==> config.mk <==
export PLATFORM = sky130hd
export DESIGN_NAME = midi_parser
export DESIGN_NICKNAME = d
export VERILOG_FILES = /design/src/rtl/midi_pkg.sv /design/src/rtl/midi_parser.sv
export SDC_FILE = /design/constraint.sdc
export NUM_CORES = 1
export LEC_CHECK = 0
export BUFFER_PORTS_ARGS = -buffer_cell sky130_fd_sc_hd__buf_2
export CAP_MARGIN = 40
export CORE_AREA = 2 2 64 91
export DETAILED_ROUTE_END_ITERATION = 6
export DIE_AREA = 0 0 66 93
export PLACE_DENSITY_LB_ADDON = 0.08
export SYNTH_ARGS = -nofsm -noshare
export SYNTH_HDL_FRONTEND = slang
export SYNTH_SLANG_ARGS = --single-unit
==> constraint.sdc <==
create_clock -name clk -period 3.3 [get_ports clk]
set_clock_uncertainty 0.05 [all_clocks]
set_input_delay 0.495 -clock clk [delete_from_list [all_inputs] [get_ports clk]]
set_output_delay 0.495 -clock clk [all_outputs]
set_load 0.01 [all_outputs]
==> src/rtl/midi_pkg.sv <==
// midi_pkg: MIDI status-nibble constants and parser FSM state encoding
package midi_pkg;
   localparam logic [3:0] NOTE_OFF = 4'h8;
   localparam logic [3:0] NOTE_ON  = 4'h9;
   localparam logic [3:0] POLY_AT  = 4'hA;
   localparam logic [3:0] CC       = 4'hB;
   localparam logic [3:0] PROG     = 4'hC;
   localparam logic [3:0] CH_AT    = 4'hD;
   localparam logic [3:0] PBEND    = 4'hE;
   typedef enum logic [1:0] {IDLE = 2'd0, WAIT_D1 = 2'd1, WAIT_D2 = 2'd2} state_t;
endpackage

==> src/rtl/midi_parser.sv <==
// midi_parser: running-status MIDI byte parser emitting held note on/off events
module midi_parser
   import midi_pkg::*;
#(
   parameter bit CH_FILTER = 1'b1
) (
   input  logic       clk,
   input  logic       reset,
   input  logic [7:0] rx_data,
   input  logic       rx_ready,
   input  logic [3:0] channel,
   output logic       ev_valid,
   output logic       ev_on,
   output logic [3:0] ev_chan,
   output logic [6:0] ev_note,
   output logic [6:0] ev_vel,
   input  logic       ev_ack,
   output logic       overrun,
   output logic [1:0] state
);
   state_t     state_q, state_d;
   logic [7:0] rs_q, rs_d;
   logic [6:0] d1_q, d1_d;
   logic       ev_valid_q, ev_valid_d, ev_on_q, ev_on_d, overrun_q, overrun_d;
   logic [3:0] ev_chan_q, ev_chan_d;
   logic [6:0] ev_note_q, ev_note_d, ev_vel_q, ev_vel_d;
   logic       is_data, is_sys, is_stat, short_msg, chan_ok, note_done, load;
   logic [3:0] rs_nib;

   assign is_data   = ~rx_data[7];
   assign is_sys    = rx_data[7:3] == 5'b11110;
   assign is_stat   = rx_data[7] & ~&rx_data[7:4];
   assign rs_nib    = rs_q[7:4];
   assign short_msg = rs_nib == PROG || rs_nib == CH_AT;
   assign chan_ok   = !CH_FILTER || rs_q[3:0] == channel;
   assign note_done = rx_ready && is_data && state_q == WAIT_D2 &&
                      (rs_nib == NOTE_OFF || rs_nib == NOTE_ON) && chan_ok;
   // an ack in the completion cycle frees the slot for the new event
   assign load      = note_done && (!ev_valid_q || ev_ack);

   always_comb begin
      state_d = state_q;
      rs_d    = rs_q;
      d1_d    = d1_q;
      if (rx_ready) begin
         if (is_stat) begin
            rs_d    = rx_data;
            state_d = WAIT_D1;
         end else if (is_sys) begin
            rs_d    = '0;
            state_d = IDLE;
         end else if (is_data && state_q == WAIT_D1) begin
            d1_d    = rx_data[6:0];
            state_d = short_msg ? WAIT_D1 : WAIT_D2;
         end else if (is_data && state_q == WAIT_D2) begin
            state_d = WAIT_D1;
         end
      end
      ev_valid_d = load || (ev_valid_q && !ev_ack);
      ev_on_d    = load ? (rs_nib == NOTE_ON && rx_data[6:0] != 7'd0) : ev_on_q;
      ev_chan_d  = load ? rs_q[3:0] : ev_chan_q;
      ev_note_d  = load ? d1_q : ev_note_q;
      ev_vel_d   = load ? rx_data[6:0] : ev_vel_q;
      overrun_d  = note_done && ev_valid_q && !ev_ack;
   end

   always_ff @(posedge clk or posedge reset) begin
      if (reset) begin
         state_q    <= IDLE;
         rs_q       <= '0;
         d1_q       <= '0;
         ev_valid_q <= 1'b0;
         ev_on_q    <= 1'b0;
         ev_chan_q  <= '0;
         ev_note_q  <= '0;
         ev_vel_q   <= '0;
         overrun_q  <= 1'b0;
      end else begin
         state_q    <= state_d;
         rs_q       <= rs_d;
         d1_q       <= d1_d;
         ev_valid_q <= ev_valid_d;
         ev_on_q    <= ev_on_d;
         ev_chan_q  <= ev_chan_d;
         ev_note_q  <= ev_note_d;
         ev_vel_q   <= ev_vel_d;
         overrun_q  <= overrun_d;
      end
   end

   assign ev_valid = ev_valid_q;
   assign ev_on    = ev_on_q;
   assign ev_chan  = ev_chan_q;
   assign ev_note  = ev_note_q;
   assign ev_vel   = ev_vel_q;
   assign overrun  = overrun_q;
   assign state    = state_q;
endmodule

==> impl_metrics.json <==
{
  "crit_slowest_cell": "dfrtp_1",
  "endpoint": "ev_note[6]",
  "powerDensity_mw_per_mm2": 550,
  "relSlewSlack": 0.520,
  "htreeDepth": 2,
  "cts_sinks": 38,
  "fin_cells": 223,
  "syn_inst": 108,
  "critPathTopFamily": "simple AND/OR/NAND/NOR gates",
  "setup_tns_ns": 0,
  "clk_pin_slew_worst_paths_ns": 0.07,
  "ys_seq_area_frac": 0.613,
  "leakage_nw": 0.988,
  "critical_path_class": "reg -> reg",
  "dp_hpwl_um": 2420,
  "cts_made_buffers": 5,
  "syn-num-nets": 124,
  "post-cts-setup-buffers": 0,
  "grt-ovfl-total": 0,
  "die_h_um": 93,
  "port_buffers": 38,
  "ir_drop_uv": 298,
  "synth_ff_type": "dfrtp_1",
  "avgSynthCellArea_um2": 14.4,
  "crit_path_start": "rs_q[6]",
  "reg2regPathDepth": 5,
  "yosysMostFrequentCell": "dfrtp_1",
  "met1Wirelength_um": 1330,
  "ant_nets": 0,
  "synth.distinct_cells": 27,
  "cp_max_fo": 19,
  "fin_crit_sh": 0.579,
  "wl_met2_um": 1690,
  "worst_pin_slew_ns": 0.718,
  "yosysTopAreaCell": "dfrtp_1",
  "hold_violations": 0,
  "met3_length_um": 188,
  "status": "finished clean",
  "antenna-diode-count": 0,
  "vias": 1005,
  "min_path_type": "in -> async",
  "core-area_mm2": 0.00537,
  "placed_area_mm2": 0.00183,
  "place_congestion": 0.715,
  "cpPeakStageDelay_ns": 0.41,
  "final_max_slew_viol_count": 0,
  "cts_tree": "yes",
  "die_w_um": 66,
  "synth_warnings": 0,
  "rsz0062_at_grt": "false",
  "synth-seq-cells": 38,
  "path_buf_inv": 1,
  "clock_latency_ns": 0.28,
  "fin_crit_ns": 1.91,
  "crit_required_ns": 3.42,
  "area_growth_pct": 23.9,
  "r2r_start": "rs_q[6]",
  "routed_wl_um": 3260,
  "r2r_slack_ns": 1.39,
  "syn-cell-area_mm2": 0.00155,
  "grt_pass1_vias": 1105,
  "root_buffer": "clkbuf_8",
  "maxCapViolCount": 0,
  "nets": 170,
  "start_kind": "flop",
  "rows": 32,
  "cp.depth": 5,
  "cp.arrival_ns": 2.03,
  "r2r_end": "ev_note[6]",
  "p_total_w": 0.00106,
  "grt_max_degree": 39,
  "grt_pass1_wl_um": 5530,
  "synth_edf_count": 0,
  "viasPerCell": 4.51,
  "io_pins": 39,
  "synthTopCellsByCount": "38 x dfrtp_1, 26 x mux2_2, 6 x nor2_1",
  "remaining_drc_errors": 0,
  "finalSetupViolations": 0,
  "maxUsedRoutingLayer": "met4",
  "stdcell_area_mm2": 0.00192,
  "synthArstFlopShare": 1.00,
  "drt-initial-drc-count": 22,
  "synth_top_area_frac": 0.613,
  "wl_per_cell_um": 14.6,
  "endpoint_kind": "flop",
  "synth_area_leaders": "dfrtp_1 61%, mux2_2 19%, a22o_1 2.8%",
  "post-place-cells": 215,
  "die_area_mm2": 0.00614,
  "ctsResizeCount": 0,
  "max_freq_ghz": 0.524,
  "grt_usage": 0.121,
  "cts_buffer_depth": 2,
  "start_util": 0.289,
  "drt_pass1_iterations": 3,
  "fill_cells": 542,
  "worstPathCellList": "nor3b_2 -> nand3b_1 -> nor4_4 -> buf_4 -> mux2_2",
  "grt_antenna_before_repair": 0,
  "drive_above_1_share": 0.497,
  "ctsHoldBuffers": 0
}
## layer usage
layer,up-vias,track usage
met3,5,0.0397
met1,491,0.146
met2,29,0.200
li1,480,-
met4,0,0.0459
met5,-,0
## worst min path at each step
stage | depth (start not counted) | startpoint | slack (ns) | to
3_5_place_dp | 1 | d1_q[0] | 0.44 | d1_q[0]
6_report | 3 | reset | 0.26 | d1_q[3]
2_1_floorplan | 1 | rs_q[4] | 0.42 | rs_q[4]
5_1_grt | 3 | reset | 0.31 | d1_q[3]
3_3_place_gp | 1 | rs_q[7] | 0.43 | rs_q[7]
4_1_cts | 3 | reset | 0.27 | d1_q[3]
## registers in the layout, summed over array words and instances, names as in the netlist
name / cells
d1_q: 7
ev_chan: 4
ev_note: 7
ev_on: 1
ev_valid: 1
ev_vel: 7
overrun: 1
rs_q: 8
state: 2
## through the flow
| stage | hold WS [ns] | setup slack [ns] | utilization |
|---|---|---|---|
| final | 0.258 | 1.39 | 0.358 |
| after global routing | 0.312 | 1.25 | 0.358 |
| after CTS | 0.274 | 1.37 | 0.358 |
| after detailed placement | 0.441 | 1.22 | 0.341 |
| after global placement | 0.432 | 1.23 | 0.341 |
| after floorplan | 0.416 | 1.27 | - |
## cells in the final DEF (no fill, tap or decap)
master / instances
nor3_1: 1
nor4_1: 1
nand2b_1: 3
clkinv_2: 1
o211ai_1: 1
buf_4: 2
a21o_1: 1
nor3b_2: 1
o21ai_0: 1
clkbuf_1: 1
a21boi_0: 1
xnor2_1: 3
and3_1: 1
a22o_2: 1
nor4_4: 1
nor2_1: 6
inv_1: 1
mux2_2: 26
a22o_1: 5
or4_1: 1
clkbuf_8: 6
buf_2: 38
xor2_1: 1
nand3_1: 2
a21oi_1: 1
dfrtp_1: 38
and2b_1: 1
nand3b_1: 2
a21o_2: 1
nand2_1: 5
a221o_1: 1
## area by class of cell
cell class,count,area (um^2),area share
clock inverter,1,5.00,0.00261
tap,68,85.1,0.0443
timing repair buffer,40,205,0.107
inverter,1,3.75,0.00195
clock buffer,7,86.3,0.0450
sequential,38,951,0.495
multi-input combinational,68,584,0.304
## cell families after synthesis
family          Yosys count  synth area share
mux                      26             0.189
compound gates           13            0.0678
flops                    38             0.613
buf+inv                   2           0.00968
simple gates             25            0.0977
xor+xnor                  4            0.0226
## power by group
group	switching [W]	internal (W)	leakage (nW)
logic	0.0000721	0.0000855	0.444
clock network	0.000150	0.000168	0.0482
registers	0.0000448	0.000535	0.496
## worst min-delay path: cells and delay by family
family / cells / cell delay, ns
buf+inv: 3 / 0.53
(Power assumes the default switching activity.)
